$ cat src/rtl/fetch_stage_pkg.sv
// Shared MIPS fetch/decode constants: reset vector, bubble word, PC increment and
// primary opcode encodings used by the decode-stage classifier.
package fetch_stage_pkg;

  localparam logic [31:0] RESET_PC_DEF  = 32'h0040_0000;
  localparam logic [31:0] NOP_INSTR_DEF = 32'h0000_0000;
  localparam logic [31:0] PC_INC        = 32'd4;

  typedef enum logic [5:0] {
    OP_SPECIAL = 6'h00,
    OP_REGIMM  = 6'h01,
    OP_J       = 6'h02,
    OP_JAL     = 6'h03,
    OP_BEQ     = 6'h04,
    OP_BNE     = 6'h05,
    OP_BLEZ    = 6'h06,
    OP_BGTZ    = 6'h07,
    OP_ADDI    = 6'h08,
    OP_LW      = 6'h23,
    OP_SW      = 6'h2B
  } opcode_t;

  function automatic opcode_t opcode_of(input logic [31:0] instr);
    return opcode_t'(instr[31:26]);
  endfunction

  function automatic logic [31:0] word_align(input logic [31:0] addr);
    return {addr[31:2], 2'b00};
  endfunction

endpackage

$ cat src/rtl/fetch_stage_if_id_reg.sv
// IF/ID pipeline register: instruction, PC+4 and valid bit with
// reset > bubble > hold > load priority.
module if_id_reg
  import fetch_stage_pkg::*;
#(
  parameter logic [31:0] NOP_INSTR = NOP_INSTR_DEF
) (
  input  logic        clk,
  input  logic        rst,
  input  logic        bubble,
  input  logic        hold,
  input  logic [31:0] fetch_instr,
  input  logic [31:0] fetch_pc_plus4,
  output logic [31:0] instr_d,
  output logic [31:0] pc_plus4_d,
  output logic        valid_d
);

  // IF -> ID boundary
  always_ff @(posedge clk) begin
    if (rst || bubble) begin
      instr_d    <= NOP_INSTR;
      pc_plus4_d <= 32'd0;
      valid_d    <= 1'b0;
    end else if (!hold) begin
      instr_d    <= fetch_instr;
      pc_plus4_d <= fetch_pc_plus4;
      valid_d    <= 1'b1;
    end
  end

endmodule

$ cat src/rtl/fetch_stage.sv
// MIPS instruction-fetch stage: PC ownership, redirect/stall/halt handling and
// the IF/ID register feeding decode.
module fetch_stage
  import fetch_stage_pkg::*;
#(
  parameter logic [31:0] RESET_PC  = RESET_PC_DEF,
  parameter logic [31:0] NOP_INSTR = NOP_INSTR_DEF
) (
  input  logic        clk,
  input  logic        rst,
  input  logic        stall_f,
  input  logic        flush_d,
  input  logic        redirect_valid,
  input  logic [31:0] redirect_pc,
  input  logic        halt_req,
  output logic [31:0] imem_addr,
  input  logic [31:0] imem_rdata,
  output logic [31:0] pc_f,
  output logic [31:0] instr_d,
  output logic [31:0] pc_plus4_d,
  output logic        valid_d,
  output logic        halted,
  output logic        addr_err
);

  logic [31:0] pc_next;
  logic [31:0] pc_plus4;
  logic        misaligned;
  logic        bubble;

  assign imem_addr = pc_f;
  assign pc_plus4  = pc_f + PC_INC;

  // A redirect arriving while frozen is ignored, so it cannot raise addr_err either.
  assign misaligned = redirect_valid && !halted && (redirect_pc[1:0] != 2'b00);

  // Wrong-path and post-halt words never reach decode.
  assign bubble = flush_d || redirect_valid || halt_req || halted;

  always_comb begin
    pc_next = pc_f;
    if (halted)
      pc_next = pc_f;
    else if (redirect_valid)
      pc_next = word_align(redirect_pc);
    else if (!stall_f)
      pc_next = pc_plus4;
  end

  // PC / status boundary
  always_ff @(posedge clk) begin
    if (rst) begin
      pc_f     <= RESET_PC;
      halted   <= 1'b0;
      addr_err <= 1'b0;
    end else begin
      pc_f <= pc_next;
      if (halt_req || misaligned)
        halted <= 1'b1;
      if (misaligned)
        addr_err <= 1'b1;
    end
  end

  if_id_reg #(
    .NOP_INSTR (NOP_INSTR)
  ) u_if_id (
    .clk            (clk),
    .rst            (rst),
    .bubble         (bubble),
    .hold           (stall_f),
    .fetch_instr    (imem_rdata),
    .fetch_pc_plus4 (pc_plus4),
    .instr_d        (instr_d),
    .pc_plus4_d     (pc_plus4_d),
    .valid_d        (valid_d)
  );

endmodule

$ cat config.mk
export PLATFORM = sky130hd
export DESIGN_NAME = fetch_stage
export DESIGN_NICKNAME = d
export VERILOG_FILES = /design/src/rtl/fetch_stage_pkg.sv /design/src/rtl/fetch_stage_if_id_reg.sv /design/src/rtl/fetch_stage.sv
export SDC_FILE = /design/constraint.sdc
export NUM_CORES = 1
export LEC_CHECK = 0
export ABC_AREA = 1
export CAP_MARGIN = 20
export CORE_ASPECT_RATIO = 0.75
export CORE_UTILIZATION = 39
export DETAILED_ROUTE_END_ITERATION = 8
export PLACE_DENSITY = 0.81
export SLEW_MARGIN = 0
export SYNTH_ARGS = -nofsm -noshare
export SYNTH_HDL_FRONTEND = slang
export SYNTH_SLANG_ARGS = --single-unit
$ cat constraint.sdc
create_clock -name clk -period 1.6 [get_ports clk]
set_clock_uncertainty 0.2 [all_clocks]
set_input_delay 0.32 -clock clk [delete_from_list [all_inputs] [get_ports clk]]
set_output_delay 0.32 -clock clk [all_outputs]
set_load 0.01 [all_outputs]
==> results.json <==
{
  "dr.pass1.iters": 7,
  "final_nets": 988,
  "grt_use_total_pct": 24.8,
  "final-max-slew-violation-count": 0,
  "synth_top_area_share_pct": 40.5,
  "start_util_pct": 40.3,
  "combPwrFrac_pct": 20.4,
  "area_growth_pct": 61.3,
  "violations": "setup timing",
  "grt_pass1_wl_um": 24200,
  "grt_use_met3_pct": 6.80,
  "cts_hold_buf": 0,
  "seqPwrFrac_pct": 42.0,
  "ctsHtreeMaxLevel": 3,
  "startpoint_type": "register",
  "synth.cell_area_sq_um": 4690,
  "ir_drop_mv": 0.528,
  "drc": 0,
  "globalRouteMet1Util_pct": 33.7,
  "period_minus_slack_ps": 1720,
  "max_freq_mhz": 582,
  "grt_max_degree": 43,
  "rsz0062_at_grt": "yes",
  "yosysWarnings": 0,
  "routed_wl_um": 16300,
  "yosys.area_share.simple_pct": 27.3,
  "routedWlPerCell_um": 15.0,
  "hp-class": "primary input to register",
  "fin_ws_ps": -118,
  "antenna_found_initial": 0,
  "top_usage_layer": "met2",
  "p_sw_mw": 1.68,
  "synth.distinct_cells": 22,
  "syn_area_per_cell_sq_um": 6.66,
  "cts.sinks": 95,
  "status": "finished, violations left",
  "cts.clk_slew.worst_paths_ps": 70,
  "slowest_delay_ps": 370,
  "critPathKind": "register to register",
  "row_count": 34,
  "diodes": 0,
  "p_per_area_nw_per_um2": 809,
  "path_max_fanout": 3,
  "cts_buffer_depth": 2,
  "ant_nets": 0,
  "place.gp.congestion": 0.919,
  "hold_viol_final": 0,
  "path_delay_family": "simple AND/OR/NAND/NOR gates",
  "overflow": 0,
  "insertion_delay_ps": 350,
  "io_pins": 201,
  "sw_frac_of_total_pct": 27.5,
  "fin_hold_ws_ps": 197,
  "synth_top_area_cell": "dfxtp_1",
  "cp_data_arrival_time_ps": 1790,
  "slowest_stage": "dfxtp_4",
  "cts_root_buffer": "clkbuf_16",
  "die_w_um": 129,
  "grt_pass1_vias": 4665,
  "core-area_sq_um": 11700,
  "synth_xor_area_share_pct": 2.80,
  "pwr-share-clk_pct": 37.6,
  "cap_violations": 0,
  "io_buffers": 194,
  "die-area_sq_um": 12500,
  "period_share_pct": 107,
  "dp_hpwl_um": 11400,
  "finalSetupViolCount": 20,
  "power.internal_mw": 4.44,
  "critPathBufInv": 0,
  "vias": 5308,
  "drive_gt1_share_pct": 27.4,
  "synthAdderAreaFrac_pct": 0.267,
  "fin_setup_tns_ps": -873,
  "critPathCaptureType": "register",
  "netlist_instances": 705,
  "synth_top_family_by_area": "simple AND/OR/NAND/NOR gates",
  "viasPerCell": 4.90,
  "gr-usage-met2_pct": 38.6,
  "seq_area_frac_synth_pct": 40.5,
  "yosys-top-cells-area": "dfxtp_1, nand2_1, a21oi_1",
  "p_leak_nw": 3.61,
  "worstPathRequired_ps": 1670,
  "worstPathCellList": "ha_4, nand2_4, nor2_4, nand3b_1, xnor2_2, nand2_1, a21oi_2",
  "drt_iter0_drc": 272,
  "synth_mux_area_share_pct": 0,
  "synth-compound-area-share_pct": 16.2,
  "cts_tree": "built",
  "cts_made_buffers": 9,
  "die-height_um": 97.0,
  "ys_ff_latch": 95
}
## registers in the layout, indices dropped and copies added, names as in the netlist
signal / cells
halted: 1
addr_err: 1
u_if_id.pc_plus4_d: 30
u_if_id.instr_d: 32
u_if_id.valid_d: 1
imem_addr: 30
## layout by cell type, fill, tap and decap left out, types with 10 or more instances in the layout
master           Yosys  layout
buf_6                0      10
dfxtp_2              0      21
buf_2                5      12
buf_4               36      58
clkdlybuf4s15_1      0      14
nor2_4               3      20
clkdlybuf4s50_1      0      68
nand2_1            186     161
a21oi_2              1      12
dfxtp_1             95      65
o21ai_1              0      13
nand2_2              4      24
inv_1               50      48
nor2_1             100      72
clkbuf_2             0      23
a21oi_1             91      79
o21ai_0             57      43
nand3_1             16      13
nor2_2               6      17
dlygate4sd2_1        0      71
## routing by layer
| metal | wire length (um) | part of all wire, % | vias up |
|---|---|---|---|
| met5 | 0 | 0 | - |
| li1 | - | - | 2610 |
| met3 | 1540 | 9.5 | 26 |
| met4 | 295 | 1.8 | 0 |
| met2 | 7210 | 44 | 256 |
| met1 | 7220 | 44 | 2416 |
## cells by family (layout without fill, tap and decap cells)
kind of cell               count (synthesis)  after routing
xor gates and xnor gates                  15             15
DFF                                       95             95
buffers and inverters                    123            334
and+or+nand+nor                          319            319
adders and majority gates                  1              1
AOI/OAI and AO/OA                        151            151
other                                      1              6
## synth_stat cells
library cell	count
nand3_1	16
a31oi_1	2
buf_2	5
inv_2	3
xnor2_1	6
clkbuf_1	27
nand2_2	4
buf_1	2
nor2_2	6
inv_1	50
nand2_1	186
nand3b_1	4
dfxtp_1	95
conb_1	1
a21oi_1	91
xor2_1	9
nor2_4	3
ha_1	1
a21oi_2	1
buf_4	36
o21ai_0	57
nor2_1	100
## path summary, 6_finish.rpt
check	startpoint	end	slack (ps)	cells past startpoint
setup / recovery	imem_addr[3]$_SDFFE_PP0N_	imem_addr[12]$_SDFFE_PP0N_	-120	7
hold / removal	stall_f	u_if_id.pc_plus4_d[12]$_SDFFE_PP0N_	200	3
setup reg to reg	imem_addr[3]$_SDFFE_PP0N_	imem_addr[12]$_SDFFE_PP0N_	-120	7
hold reg to reg	u_if_id.instr_d[3]$_SDFFE_PP0N_	u_if_id.instr_d[3]$_SDFFE_PP0N_	260	2
## cell type report
cell class,count,area (sq um)
Fill cell,1034,4090
Multi-Input combinational cell,492,2580
Timing Repair Buffer,266,2310
Sequential cell,95,1960
Clock buffer,10,229
Inverter,53,204
Tap cell,162,203
Clock inverter,5,80.1
## repair_timing
action | CTS | global route
endpoints found under the setup margin | 171 | 102
gates resized for setup | 285 | 105
buffers inserted | 0 | 5
pin swaps | 23 | 35
## worst min-delay path, stage by stage
cell     delay [ps]
buf_2           190
o21ai_1         150
inv_1            40
## power by group through the flow
| stage | Sequential [mW] | Combinational [mW] | Clock (mW) |
|---|---|---|---|
| after floorplan | 2.66 | 0.510 | 0 |
| after global placement | 2.59 | 1.24 | 0 |
| after detailed placement | 2.60 | 1.25 | 0 |
| after CTS | 2.56 | 1.22 | 2.34 |
| after global routing | 2.58 | 1.35 | 2.44 |
| final | 2.57 | 1.25 | 2.30 |
## metrics by stage
stage | utilization (%) | cell area, sq um | setup slack, ps | power (mW) | cells
global placement | 60.3 | 7030 | -304 | 3.83 | 1063
CTS | 64.2 | 7480 | -82.6 | 6.12 | 1078
detailed placement | 60.3 | 7030 | -354 | 3.85 | 1063
floorplan | - | 4740 | 12.3 | 3.17 | 710
finish | 65.0 | 7570 | -118 | 6.13 | 1083
global route | 65.0 | 7570 | -165 | 6.37 | 1083
No activity file was read; power rests on OpenSTA's default activity.
